$ cat config.mk
export PLATFORM = sky130hd
export DESIGN_NAME = hazard_scoreboard
export DESIGN_NICKNAME = d
export VERILOG_FILES = /design/src/rtl/hazard_pkg.sv /design/src/rtl/hazard_timer.sv /design/src/rtl/hazard_scoreboard.sv
export SDC_FILE = /design/constraint.sdc
export NUM_CORES = 1
export LEC_CHECK = 0
export BUFFER_PORTS_ARGS = -buffer_cell sky130_fd_sc_hd__buf_2
export CAP_MARGIN = 20
export CORE_MARGIN = 4
export CORE_UTILIZATION = 45
export CTS_CLUSTER_SIZE = 10
export DETAILED_ROUTE_END_ITERATION = 8
export HOLD_SLACK_MARGIN = 0.02
export PLACE_DENSITY = 0.71
export SYNTH_ARGS = -nofsm -noshare
export SYNTH_HDL_FRONTEND = slang
export SYNTH_HIERARCHICAL = 1
export SYNTH_SLANG_ARGS = --single-unit
$ cat constraint.sdc
create_clock -name i_clk -period 4.6 [get_ports i_clk]
set_input_delay 0.46 -clock i_clk [delete_from_list [all_inputs] [get_ports i_clk]]
set_output_delay 0.46 -clock i_clk [all_outputs]
set_load 0.01 [all_outputs]
$ cat src/rtl/hazard_pkg.sv
// Shared hazard-unit constants: register file geometry and producer latency classes.
package hazard_pkg;

    localparam int REG_ADDR_W = 5;
    localparam int NUM_REGS   = 32;
    localparam int MAX_LAT    = 3;
    localparam int LAT_W      = 2;

    localparam logic [LAT_W-1:0] LAT_ALU  = 2'd0;
    localparam logic [LAT_W-1:0] LAT_LOAD = 2'd1;
    localparam logic [LAT_W-1:0] LAT_MUL  = 2'd3;

endpackage

$ cat src/rtl/hazard_timer.sv
// One scoreboard entry: countdown of cycles until a pending result becomes forwardable.
module hazard_timer #(
    parameter int LAT_W = hazard_pkg::LAT_W
) (
    input  logic             clk,
    input  logic             rst_n,
    input  logic             load,
    input  logic [LAT_W-1:0] value,
    output logic             nonzero
);

    logic [LAT_W-1:0] count;

    // A fresh producer overrides any countdown still in progress.
    always_ff @(posedge clk or negedge rst_n) begin
        if (!rst_n) begin
            count <= '0;
        end else if (load) begin
            count <= value;
        end else if (count != '0) begin
            count <= count - LAT_W'(1);
        end
    end

    assign nonzero = |count;

endmodule

$ cat src/rtl/hazard_scoreboard.sv
// Scoreboard-based hazard unit: per-register latency timers drive load-use stalls,
// plus branch/jump flush controls and a stall-cycle counter.
module hazard_scoreboard #(
    parameter int REG_ADDR_W = hazard_pkg::REG_ADDR_W,
    parameter int NUM_REGS   = hazard_pkg::NUM_REGS,
    parameter int MAX_LAT    = hazard_pkg::MAX_LAT,
    parameter int LAT_W      = hazard_pkg::LAT_W,
    parameter int PERF_W     = 32
) (
    input  logic                  i_clk,
    input  logic                  i_rst_n,
    input  logic                  i_id_valid,
    input  logic [REG_ADDR_W-1:0] i_id_rs,
    input  logic [REG_ADDR_W-1:0] i_id_rt,
    input  logic                  i_id_rs_used,
    input  logic                  i_id_rt_used,
    input  logic                  i_id_wr_en,
    input  logic [REG_ADDR_W-1:0] i_id_rd,
    input  logic [LAT_W-1:0]      i_id_lat,
    input  logic                  i_jump,
    input  logic                  i_branch_taken,
    output logic                  o_pc_keep,
    output logic                  o_IF_ID_keep,
    output logic                  o_IF_ID_flush,
    output logic                  o_ID_EX_flush,
    output logic                  o_busy,
    output logic [PERF_W-1:0]     o_stall_cycles
);

    import hazard_pkg::*;

    function automatic logic [LAT_W-1:0] sat_lat(input logic [LAT_W-1:0] lat);
        if (int'(lat) > MAX_LAT) begin
            return LAT_W'(MAX_LAT);
        end
        return lat;
    endfunction

    logic [NUM_REGS-1:0] busy_vec;
    logic                hit_rs;
    logic                hit_rt;
    logic                stall;
    logic                issue;
    logic [LAT_W-1:0]    lat_sat;

    // Register 0 is hardwired to zero, so it never carries a pending result.
    assign busy_vec[0] = 1'b0;

    for (genvar r = 1; r < NUM_REGS; r++) begin : g_timer
        hazard_timer #(
            .LAT_W(LAT_W)
        ) u_timer (
            .clk    (i_clk),
            .rst_n  (i_rst_n),
            .load   (issue && i_id_wr_en && (i_id_rd == REG_ADDR_W'(r))),
            .value  (lat_sat),
            .nonzero(busy_vec[r])
        );
    end

    assign lat_sat = sat_lat(i_id_lat);
    assign hit_rs  = i_id_rs_used && busy_vec[i_id_rs];
    assign hit_rt  = i_id_rt_used && busy_vec[i_id_rt];

    // A taken branch squashes the ID instruction, so it neither stalls nor issues.
    assign stall = i_id_valid && (hit_rs || hit_rt) && !i_branch_taken;
    assign issue = i_id_valid && !stall && !i_branch_taken;

    assign o_pc_keep     = stall;
    assign o_IF_ID_keep  = stall;
    assign o_ID_EX_flush = stall || i_branch_taken;
    assign o_IF_ID_flush = i_branch_taken || (i_jump && !stall);
    assign o_busy        = |busy_vec;

    always_ff @(posedge i_clk or negedge i_rst_n) begin
        if (!i_rst_n) begin
            o_stall_cycles <= '0;
        end else if (stall) begin
            o_stall_cycles <= o_stall_cycles + PERF_W'(1);
        end
    end

endmodule

==> impl_results.html <==
<table>
<tr><th>Metric</th><th>Value</th></tr>
<tr><th colspan="2">Outcome</th></tr>
<tr><td>Result of the run</td><td>finished, final reports clean</td></tr>
<tr><th colspan="2">Cells and area</th></tr>
<tr><td>Fraction of layout cells with a size suffix above 1</td><td>around 18%</td></tr>
<tr><td>Number of inserted filler cells in the final layout</td><td>1228</td></tr>
<tr><td>Final cell utilization of the core</td><td>a little over half</td></tr>
<tr><td>Synthesis-to-layout area growth</td><td>12.7%</td></tr>
<tr><td>Count of antenna diodes in the layout</td><td>0</td></tr>
<tr><td>Number of nets in the layout</td><td>787</td></tr>
<tr><th colspan="2">STA</th></tr>
<tr><td>Slew at the pin with the worst max-slew slack</td><td>0.838 ns</td></tr>
<tr><td>Final total negative setup slack</td><td>0 ns</td></tr>
<tr><td>Max-slew headroom at the worst pin</td><td>between 40% and 50%</td></tr>
<tr><td>Final Hold Vio Count</td><td>0</td></tr>
<tr><td>Final slew viol count</td><td>0</td></tr>
<tr><td>Period utilization</td><td>75.8%</td></tr>
<tr><td>Post-route clock skew</td><td>between 0.01 and 0.015 ns</td></tr>
<tr><td>Maximum achievable frequency</td><td>287 MHz</td></tr>
<tr><td>Final count of negative-setup-slack endpoints</td><td>0</td></tr>
<tr><td>Final critical-path required period</td><td>3.49 ns</td></tr>
<tr><td>Setup repair after global routing missed its margin</td><td>no</td></tr>
<tr><th colspan="2">Clocking</th></tr>
<tr><td>TritonCTS clock tree</td><td>built</td></tr>
<tr><td>Number of hold-repair buffers added at the cts stage</td><td>0</td></tr>
<tr><td>Clock Tree Root</td><td>sky130_fd_sc_hd__clkbuf_16</td></tr>
<tr><td>Clk pin slew, worst setup/hold paths</td><td>0.07 ns</td></tr>
<tr><td>Number of gates resized after cts</td><td>0</td></tr>
<tr><td>Number of buffers added for setup after CTS</td><td>0</td></tr>
<tr><td>Number of clock buffers inserted by TritonCTS</td><td>9</td></tr>
<tr><td>Total number of H-tree levels</td><td>3</td></tr>
<tr><td>Maximum root-to-sink buffer count</td><td>2</td></tr>
<tr><td>Sinks on the clock net</td><td>94</td></tr>
<tr><td>Clk_lat worst skew</td><td>0.35 ns</td></tr>
<tr><th colspan="2">Global route</th></tr>
<tr><td>Via count of the first global-routing pass</td><td>between 5000 and 6000</td></tr>
<tr><td>Initial antenna violation count</td><td>0</td></tr>
<tr><td>Maximum number of pins on one net before global-route repair</td><td>65</td></tr>
<tr><td>Combined global-route utilization of all metal layers</td><td>19.2%</td></tr>
<tr><td>Global-route wire length before repair</td><td>24900 µm</td></tr>
<tr><td>Final global-route overflow total</td><td>0</td></tr>
<tr><th colspan="2">Power</th></tr>
<tr><td>Static power due to leakage</td><td>3.28 nW</td></tr>
<tr><td>Maximum vdd ir drop</td><td>about 0.27 mV</td></tr>
<tr><td>Switching power total</td><td>0.00155 W</td></tr>
<tr><td>Share of total power in sequential cells</td><td>33.4%</td></tr>
<tr><td>Power density of the placed cells</td><td>580 mW/mm²</td></tr>
<tr><td>Internal power</td><td>~0.0025 W</td></tr>
<tr><td>Switching power as a share of total power</td><td>about two fifths</td></tr>
<tr><td>Clock group share of total power</td><td>19.6%</td></tr>
<tr><td>Combinational power share</td><td>between 40% and 50%</td></tr>
<tr><th colspan="2">Floorplan</th></tr>
<tr><td>Die X-Extent</td><td>between 100 and 150 µm</td></tr>
<tr><td>Area of the die</td><td>between 0.015 and 0.02 mm²</td></tr>
<tr><td>Die span in y</td><td>125 µm</td></tr>
<tr><td>Area of the core</td><td>~0.013 mm²</td></tr>
<tr><td>IO Count</td><td>62</td></tr>
<tr><td>Number of core rows</td><td>42</td></tr>
<tr><td>Effective utilization at floorplan</td><td>46.3%</td></tr>
<tr><th colspan="2">Yosys</th></tr>
<tr><td>Cell with the most instances after synthesis</td><td>sky130_fd_sc_hd__inv_1</td></tr>
<tr><td>Synthesized Nets</td><td>728</td></tr>
<tr><td>Largest area contributor in the netlist</td><td>sky130_fd_sc_hd__dfrtp_1</td></tr>
<tr><td>Library cells used by synthesis</td><td>44</td></tr>
<tr><td>Commonest cells in the netlist</td><td>sky130_fd_sc_hd__inv_1, sky130_fd_sc_hd__dfrtp_1, sky130_fd_sc_hd__nand2_1</td></tr>
<tr><td>Most used flip-flop cell after synthesis</td><td>sky130_fd_sc_hd__dfrtp_1</td></tr>
<tr><td>Gate count after technology mapping</td><td>671</td></tr>
<tr><td>Combined area of all synthesized cells</td><td>0.00621 mm²</td></tr>
<tr><td>Number of flops mapped to enable cells by yosys</td><td>0</td></tr>
<tr><td>Most area-consuming cells after synthesis</td><td>sky130_fd_sc_hd__dfrtp_1, sky130_fd_sc_hd__ha_1, sky130_fd_sc_hd__inv_1</td></tr>
<tr><td>Yosys warning count</td><td>6</td></tr>
<tr><td>FF+latch count, synth</td><td>94</td></tr>
<tr><td>Share of Yosys cell area claimed by the top area cell type</td><td>37.9%</td></tr>
<tr><td>Average instance area after synthesis</td><td>a little over 9 µm²</td></tr>
<tr><td>Ys async rst share</td><td>100%</td></tr>
<tr><td>Sequential element share of the synthesized area</td><td>37.9%</td></tr>
<tr><th colspan="2">Drt</th></tr>
<tr><td>Number of vias after detailed routing</td><td>around 5000</td></tr>
<tr><td>Post-detailed-route wirelength per cell</td><td>between 15 and 20 µm</td></tr>
<tr><td>Drt drc</td><td>0</td></tr>
<tr><td>Number of routed nets with antenna violations</td><td>0</td></tr>
<tr><td>Vias per std cell</td><td>5.37</td></tr>
<tr><td>Routed wire length</td><td>14400 µm</td></tr>
<tr><td>Initial DRC Count</td><td>308</td></tr>
<tr><td>First-pass DRT Iterations</td><td>4</td></tr>
<tr><th colspan="2">Place</th></tr>
<tr><td>Global placer's final weighted congestion</td><td>0.940</td></tr>
<tr><td>IO buf count</td><td>61</td></tr>
<tr><td>DPL Wire Length</td><td>10500 µm</td></tr>
<tr><th colspan="2">Flow run</th></tr>
<tr><td># Max-Cap Violations</td><td>0</td></tr>
<tr><th colspan="2">Worst hold path</th></tr>
<tr><td>Worst hold path type</td><td>in2async</td></tr>
<tr><th colspan="2">Worst setup path</th></tr>
<tr><td>Highest fanout seen on the critical path</td><td>38</td></tr>
<tr><td>Crit Path Class</td><td>reg2out</td></tr>
<tr><td>Kind of capture point of the worst setup path</td><td>primary output</td></tr>
<tr><td>Worst Path Required</td><td>a little over 4 ns</td></tr>
<tr><td>CP startpoint kind</td><td>register</td></tr>
<tr><td>Data arrival, critical path</td><td>3.03 ns</td></tr>
</table>
path summary, 6_finish.rpt:
path / from / to / slack [ns] / depth (start not counted)
worst max register to register: g_timer[9].u_timer/count[0]$_DFFE_PN0P_ / g_timer[6].u_timer/count[0]$_DFFE_PN0P_ / 1.34 / 12
worst min register to register: o_stall_cycles[31]$_DFFE_PN0P_ / o_stall_cycles[31]$_DFFE_PN0P_ / 0.47 / 1
worst max-delay path: g_timer[3].u_timer/count[0]$_DFFE_PN0P_ / o_IF_ID_flush / 1.11 / 12
max in group asynchronous: i_rst_n / g_timer[17].u_timer/count[1]$_DFFE_PN0P_ / 3.43 / 2
worst min-delay path: i_rst_n / g_timer[6].u_timer/count[1]$_DFFE_PN0P_ / 0.20 / 1
min in group i_clk: o_stall_cycles[31]$_DFFE_PN0P_ / o_stall_cycles[31]$_DFFE_PN0P_ / 0.47 / 1
cell usage in the layout (no fill, tap or decap), types with 3 or more instances in the layout:
cell type,instances
sky130_fd_sc_hd__and2_1,9
sky130_fd_sc_hd__and3_1,18
sky130_fd_sc_hd__and4_1,3
sky130_fd_sc_hd__buf_2,60
sky130_fd_sc_hd__buf_4,4
sky130_fd_sc_hd__clkbuf_16,9
sky130_fd_sc_hd__dfrtp_1,94
sky130_fd_sc_hd__ha_1,32
sky130_fd_sc_hd__inv_1,99
sky130_fd_sc_hd__inv_6,3
sky130_fd_sc_hd__mux2_2,3
sky130_fd_sc_hd__mux2i_1,12
sky130_fd_sc_hd__mux4_2,11
sky130_fd_sc_hd__nand2_1,71
sky130_fd_sc_hd__nand2b_1,13
sky130_fd_sc_hd__nand3_1,18
sky130_fd_sc_hd__nand4_1,17
sky130_fd_sc_hd__nor2_1,38
sky130_fd_sc_hd__nor2b_1,50
sky130_fd_sc_hd__nor3_1,4
sky130_fd_sc_hd__nor3_2,4
sky130_fd_sc_hd__nor4_1,11
sky130_fd_sc_hd__o21ai_0,31
sky130_fd_sc_hd__o31a_1,7
sky130_fd_sc_hd__o31ai_2,24
sky130_fd_sc_hd__or3_4,6
sky130_fd_sc_hd__xnor2_1,31
sky130_fd_sc_hd__xor2_1,31
final cells by class:
cell class	count	area, µm²	area share [%]
clock buffers	10	239	3.42
clock inverters	6	76.3	1.09
inverters	99	372	5.31
multi-input cells	462	3410	48.7
flip-flops and latches	94	2350	33.6
well taps	176	220	3.15
repair buffers	64	330	4.72
state kept, by name (all words and copies together), names as in the netlist:
signal / cells
o_stall_cycles: 32
g_timer.u_timer/count: 62
through the flow:
step	instances	power (W)	setup WS (ns)	hold slack [ns]	cell area, µm²
final	911	0.00406	1.11	0.201	7000
after global routing	911	0.00443	0.941	0.274	7000
after CTS	911	0.00411	1.12	0.234	7000
after detailed placement	895	0.00327	1.32	0.465	6680
after global placement	895	0.00310	1.39	0.456	6680
after floorplan	671	0.00282	1.89	0.164	6210
kinds of logic (layout without fill, tap and decap cells):
group                      after synthesis  in the layout  synth area share (%)
and+or+nand+nor                        268            268                  23.2
adders and majority gates               32             32                  6.45
DFF                                     94             94                  37.9
muxes                                   26             26                  6.47
xor gates and xnor gates                62             62                  8.75
AOI/OAI and AO/OA                       74             74                  9.86
buffers and inverters                  115            179                  7.40
power groups by stage:
stage	logic [W]	clock network, W	registers, W
3_3_place_gp	0.00176	0	0.00134
6_report	0.00191	0.000795	0.00136
4_1_cts	0.00193	0.000825	0.00136
5_1_grt	0.00219	0.000850	0.00139
2_1_floorplan	0.00149	0	0.00134
3_5_place_dp	0.00190	0	0.00137
metal layers:
layer / global-route usage [%] / wire length (µm) / up-vias
li1: - / - / 2368
met1: 24.3 / 6370 / 2371
met2: 32.2 / 7000 / 135
met3: 3.37 / 680 / 18
met4: 8.23 / 318 / 0
met5: 0 / 0 / -
critical path, cell delays in order, from the launching register on:
cell and delay (ns):
sky130_fd_sc_hd__dfrtp_1 0.38, sky130_fd_sc_hd__inv_1 0.06, sky130_fd_sc_hd__ha_1 0.24, sky130_fd_sc_hd__inv_1 0.19, sky130_fd_sc_hd__mux2i_1 0.10, sky130_fd_sc_hd__mux4_2 0.48
sky130_fd_sc_hd__mux2i_1 0.14, sky130_fd_sc_hd__o2bb2ai_1 0.15, sky130_fd_sc_hd__o31ai_4 0.08, sky130_fd_sc_hd__buf_4 0.39, sky130_fd_sc_hd__nand2_1 0.12, sky130_fd_sc_hd__a21o_1 0.19
sky130_fd_sc_hd__buf_2 0.13
No activity file was read; power rests on OpenSTA's default activity.
